**config.mk**
```make
export PLATFORM = sky130hd
export DESIGN_NAME = control_unit
export DESIGN_NICKNAME = d
export VERILOG_FILES = /design/src/rtl/processinho_pkg.sv /design/src/rtl/pc_counter.sv /design/src/rtl/control_unit.sv
export SDC_FILE = /design/constraint.sdc
export NUM_CORES = 1
export LEC_CHECK = 0
export ABC_AREA = 1
export CAP_MARGIN = 20
export CORE_UTILIZATION = 40
export CTS_CLUSTER_DIAMETER = 40
export DETAILED_ROUTE_END_ITERATION = 12
export GPL_ROUTABILITY_DRIVEN = 0
export PLACE_DENSITY = 0.76
export SETUP_SLACK_MARGIN = 0.5
export SLEW_MARGIN = 20
export SYNTH_ARGS = -nofsm -noshare
export SYNTH_HDL_FRONTEND = slang
export SYNTH_HIERARCHICAL = 1
export SYNTH_SLANG_ARGS = --single-unit
```
**constraint.sdc**
```tcl
create_clock -name clock -period 1.5 [get_ports clock]
set_input_delay 0.225 -clock clock [delete_from_list [all_inputs] [get_ports clock]]
set_output_delay 0.225 -clock clock [all_outputs]
set_load 0.05 [all_outputs]
```
**src/rtl/processinho_pkg.sv**
```systemverilog
// Shared definitions for the processinho control path: opcode map, ALU
// operation codes and the control-state encoding (also decoded by the
// datapath and the HEX debug display).
package processinho_pkg;

  // Opcode map as fetched from ROM
  localparam logic [2:0] OP_NOP   = 3'b000;
  localparam logic [2:0] OP_ADD   = 3'b001;
  localparam logic [2:0] OP_SUB   = 3'b010;
  localparam logic [2:0] OP_AND   = 3'b011;
  localparam logic [2:0] OP_OR    = 3'b100;
  localparam logic [2:0] OP_LOAD  = 3'b101;
  localparam logic [2:0] OP_STORE = 3'b110;
  localparam logic [2:0] OP_HALT  = 3'b111;

  // ALU operation codes driven on ula_operation
  localparam logic [3:0] ULA_ADD = 4'h0;
  localparam logic [3:0] ULA_SUB = 4'h1;
  localparam logic [3:0] ULA_AND = 4'h2;
  localparam logic [3:0] ULA_OR  = 4'h3;

  // Control-state encoding
  localparam logic [2:0] ST_IDLE      = 3'd0;
  localparam logic [2:0] ST_FETCH     = 3'd1;
  localparam logic [2:0] ST_DECODE    = 3'd2;
  localparam logic [2:0] ST_EXECUTE   = 3'd3;
  localparam logic [2:0] ST_WRITEBACK = 3'd4;
  localparam logic [2:0] ST_ADVANCE   = 3'd5;
  localparam logic [2:0] ST_HALTED    = 3'd6;

  // True for the four opcodes that use the ALU
  function automatic logic is_alu_op(input logic [2:0] op);
    return (op == OP_ADD) || (op == OP_SUB) || (op == OP_AND) || (op == OP_OR);
  endfunction

  // ALU operation code for an ALU opcode; ADD code for anything else
  function automatic logic [3:0] ula_code(input logic [2:0] op);
    logic [3:0] code;
    code = ULA_ADD;
    case (op)
      OP_SUB:  code = ULA_SUB;
      OP_AND:  code = ULA_AND;
      OP_OR:   code = ULA_OR;
      default: code = ULA_ADD;
    endcase
    return code;
  endfunction

endpackage

```
**src/rtl/pc_counter.sv**
```systemverilog
// Up-counter that wraps to zero after LAST. Used both as the program
// counter and as the RAM write pointer.
module pc_counter #(
  parameter int              WIDTH = 3,
  parameter logic [WIDTH-1:0] LAST = 6
) (
  input  logic             clock,
  input  logic             reset,
  input  logic             i_inc,
  output logic [WIDTH-1:0] o_count
);

  logic [WIDTH-1:0] r_count;

  // Advance on i_inc, wrapping after LAST
  always_ff @(posedge clock) begin
    if (reset) begin
      r_count <= '0;
    end else if (i_inc) begin
      r_count <= (r_count == LAST) ? '0 : r_count + 1'b1;
    end
  end

  assign o_count = r_count;

endmodule

```
**src/rtl/control_unit.sv**
```systemverilog
// Instruction sequencer for the processinho datapath. Fetches opcodes from
// ROM at the program counter, decodes them and produces the ALU and RAM
// strobes. All strobes are Moore outputs of the state and the latched
// instruction register.
//
// state     | meaning
// ----------+-----------------------------------------------------------
// IDLE      | waiting for run (level) or step (pulse)
// FETCH     | ROM read at pc_count
// DECODE    | opcode captured into ir
// EXECUTE   | ALU grab / RAM read address for LOAD
// WRITEBACK | ALU result onto bus, RAM write for STORE
// ADVANCE   | pc_increment; loop back to FETCH while run is held
// HALTED    | HALT executed; only reset leaves this state
module control_unit
  import processinho_pkg::*;
#(
  parameter int PC_WIDTH   = 3,
  parameter int PC_LAST    = 6,
  parameter int ADDR_WIDTH = 4
) (
  input  logic                  clock,
  input  logic                  reset,
  input  logic                  run,
  input  logic                  step,
  input  logic [2:0]            opcode,
  output logic                  rom_enable,
  output logic [PC_WIDTH-1:0]   pc_count,
  output logic                  pc_increment,
  output logic                  grab_ula,
  output logic                  latch_ula,
  output logic [3:0]            ula_operation,
  output logic                  ram_enable,
  output logic                  ram_we,
  output logic [ADDR_WIDTH-1:0] ram_addr,
  output logic                  halted,
  output logic                  busy
);

  logic [2:0]            r_state;
  logic [2:0]            r_ir;
  logic [ADDR_WIDTH-1:0] w_wr_ptr;
  logic                  w_pc_inc;
  logic                  w_wr_inc;

  assign w_pc_inc = (r_state == ST_ADVANCE);
  assign w_wr_inc = (r_state == ST_WRITEBACK) && (r_ir == OP_STORE);

  pc_counter #(
    .WIDTH (PC_WIDTH),
    .LAST  (PC_WIDTH'(PC_LAST))
  ) u_pc (
    .clock   (clock),
    .reset   (reset),
    .i_inc   (w_pc_inc),
    .o_count (pc_count)
  );

  // The write pointer wraps over the full RAM address space
  pc_counter #(
    .WIDTH (ADDR_WIDTH),
    .LAST  ({ADDR_WIDTH{1'b1}})
  ) u_wr_ptr (
    .clock   (clock),
    .reset   (reset),
    .i_inc   (w_wr_inc),
    .o_count (w_wr_ptr)
  );

  // State sequencing and instruction capture
  always_ff @(posedge clock) begin
    if (reset) begin
      r_state <= ST_IDLE;
      r_ir    <= OP_NOP;
    end else begin
      case (r_state)
        ST_IDLE:      if (run || step) r_state <= ST_FETCH;
        ST_FETCH:     r_state <= ST_DECODE;
        ST_DECODE: begin
          r_ir <= opcode;
          if (opcode == OP_NOP)       r_state <= ST_ADVANCE;
          else if (opcode == OP_HALT) r_state <= ST_HALTED;
          else                        r_state <= ST_EXECUTE;
        end
        ST_EXECUTE:   r_state <= ST_WRITEBACK;
        ST_WRITEBACK: r_state <= ST_ADVANCE;
        ST_ADVANCE:   r_state <= run ? ST_FETCH : ST_IDLE;
        ST_HALTED:    r_state <= ST_HALTED;
        default:      r_state <= ST_IDLE;
      endcase
    end
  end

  // Moore strobe decode from state and ir
  always_comb begin
    rom_enable    = 1'b0;
    pc_increment  = 1'b0;
    grab_ula      = 1'b0;
    latch_ula     = 1'b0;
    ula_operation = ULA_ADD;
    ram_enable    = 1'b0;
    ram_we        = 1'b0;
    ram_addr      = '0;
    halted        = 1'b0;
    busy          = 1'b0;
    case (r_state)
      ST_FETCH: begin
        rom_enable = 1'b1;
        busy       = 1'b1;
      end
      ST_DECODE: busy = 1'b1;
      ST_EXECUTE: begin
        busy = 1'b1;
        if (is_alu_op(r_ir)) begin
          grab_ula      = 1'b1;
          ula_operation = ula_code(r_ir);
        end else if (r_ir == OP_LOAD) begin
          // LOAD reads back the most recently stored word
          ram_enable = 1'b1;
          ram_addr   = w_wr_ptr - 1'b1;
        end
      end
      ST_WRITEBACK: begin
        busy = 1'b1;
        if (is_alu_op(r_ir)) begin
          latch_ula = 1'b1;
        end else if (r_ir == OP_STORE) begin
          latch_ula  = 1'b1;
          ram_enable = 1'b1;
          ram_we     = 1'b1;
          ram_addr   = w_wr_ptr;
        end
      end
      ST_ADVANCE: begin
        busy         = 1'b1;
        pc_increment = 1'b1;
      end
      ST_HALTED: halted = 1'b1;
      default: ;
    endcase
  end

endmodule

```
==> run summary <==
CP arrival: 1470 ps
Placed Instances: 197
top-area cell type share of the netlist area: 29.5%
Tmin final: 1690 ps
GR Util met3: 3.74%
DP Area: 0.00141 mm2
Yosys reg bits: 13
GRT Total Usage: 25.5%
top post-synthesis cells by count: nand2_1, inv_1, nor2_1
Die Wd: 49.0 um
max-slew violation count: 0
Cells after Synth: 144
syn avg cell area: 6.13 um2
Clock Path Buffers: 2
Layout area overhead: 98.2%
Final TNS setup: -1410 ps
initial core utilization: 43.6%
Synth Cell Area: 882 um2
drt total wl: 3.57 mm
Setup crit end kind: primary output
worst min path class: reg2reg
outcome: complete, but fails checks
clock root buffer master: clkbuf_4
Post-synth EDFFs: 0
Antenna Cells: 0
worst path required time: 1270 ps
DIE AREA: 0.00240 mm2
antenna viol nets, final: 0
initial antenna violation count: 0
critical setup path kind: reg2out
mean routed wirelength per cell: 16.3 um
number of global-route vias before repair: 1122
Ports: 26
VDD IR max: 0.00113 V
DR iter-0 viols: 60
CTS Sinks: 13
final setup vio count: 14
post-route setup slack: -192 ps
Multi-input gate area: 686 um2
Synth Flop Type: dfxtp_1
Residual DRC: 0
YS warnings: 6
largest cells by area after synthesis: dfxtp_1, nand2_1, inv_1
Core Region: 0.00202 mm2
clk_lat worst skew: 290 ps
Critical Path Fanout Max: 5
violated checks: negative setup slack
cell with the most instances after synthesis: nand2_1
GR met2 Demand/Resource: 47.2%
register area: 297 um2
final instance area: 0.00175 mm2
GRT overflow: 0
Die Ht: 49.0 um
cell accounting for the most synthesized area: dfxtp_1
Yosys cell types: 22
ys async rst share: 0%
DR pass1 iterations: 5
number of port buffers: 23
unrepaired setup endpoints after global routing: yes
final hold violation count: 0
fill cell count: 96
Place WS: 21.3 ps
htree depth: 1
critical path startpoint category: register
Max Freq: 0.591 GHz
vias per cell: 5.54
DP HPWL: 1.89 mm
Max Cap Violations: 0
global-route wire length before repair: 4.80 mm
grt peak-use layer: met2
clock skew: 3.68 ps
pin count of the biggest net entering global routing: 9
CTS Buf Count: 3
via count: 1213
final std cells w/o fill: 219
Tcrit/Tclk final: 113%
# nets final: 202
Static Leak: 0.718 nW
cts hold-fix bufs: 0
worst hold margin: 565 ps
TritonCTS clock tree: done
Clock transition at path regs: 90 ps
PwrDens: 833 mW/mm2
num rows: 16
share of the yosys chip area belonging to registers: 29.5%
met1 Resource Use GR: 29.1%
layout cells sized above 1: 52.6%
==> layout by cell type, fill, tap and decap left out, types with 2 or more instances in the layout <==
cell	n
a21oi_1	10
a21oi_2	2
a21oi_4	2
buf_12	17
buf_4	18
buf_6	4
clkbuf_4	3
clkdlybuf4s50_1	6
clkinvlp_4	2
conb_1	2
dfxtp_1	2
dfxtp_2	2
dfxtp_4	9
ha_1	2
inv_1	14
inv_2	7
inv_4	3
nand2_1	25
nand2_2	6
nand2_4	2
nand3_1	11
nand3_2	4
nand3_4	3
nand4_1	2
nor2_1	11
nor2_2	4
nor2_4	6
o21ai_2	3
o21ai_4	3
xor2_1	2
==> metal layers <==
layer | part of all wire [%] | vias to the layer above
met5 | 0 | -
met4 | 4.6 | 0
met3 | 6.7 | 24
met2 | 52 | 82
met1 | 37 | 553
li1 | - | 554
==> repair_timing <==
item / in CTS / in global routing
pin swaps: 9 / 4
gates resized for setup: 39 / 23
setup buffers: 9 / 9
setup endpoints to repair: 30 / 30
==> cells by family after synthesis <==
logic type	Yosys count	share of synthesized area (%)
simple gates	74	38.0
buf+inv	30	13.6
compound gates	22	13.6
flops	13	29.5
xor+xnor	2	1.99
fa+ha+maj	2	2.84
other cells	1	0.425
==> final cells by class <==
| class | count | share of cell area, % |
|---|---|---|
| Multi-Input combinational cell | 102 | 39.2 |
| Tap cell | 27 | 1.93 |
| Sequential cell | 13 | 17.0 |
| Clock buffer | 4 | 1.50 |
| Timing Repair Buffer | 45 | 33.2 |
| Inverter | 28 | 7.16 |
==> worst paths after layout <==
kind | depth (start not counted) | slack [ps] | start | endpoint
setup / recovery | 6 | -190 | r_ir[0] | ram_addr[2]
hold / removal | 2 | 560 | r_ir[1] | r_ir[1]
setup reg to reg | 9 | 20 | r_state[0] | u_wr_ptr/o_count[3]
hold reg to reg | 2 | 560 | r_ir[1] | r_ir[1]
==> state kept, by name (all words and copies together) (netlist names) <==
name              count
r_state               3
u_wr_ptr/o_count      4
u_pc/o_count          3
r_ir                  3
==> worst max-delay path, cell delays in order (launching register included) <==
cell and delay, ps:
dfxtp_4 390, inv_4 90, nand3_4 90, nor2_4 210
inv_2 90, o21ai_4 160, buf_12 150
==> power by group <==
part           internal [mW]  switching, mW
clock network          0.103          0.129
logic                  0.333          0.425
registers              0.385         0.0809
==> stage by stage <==
stage	total power, mW	utilization [%]
after floorplan	0.747	-
after global placement	0.937	69.6
after detailed placement	0.950	69.6
after CTS	1.27	78.5
after global routing	1.52	86.4
final	1.46	86.4
(Power assumes the default switching activity.)
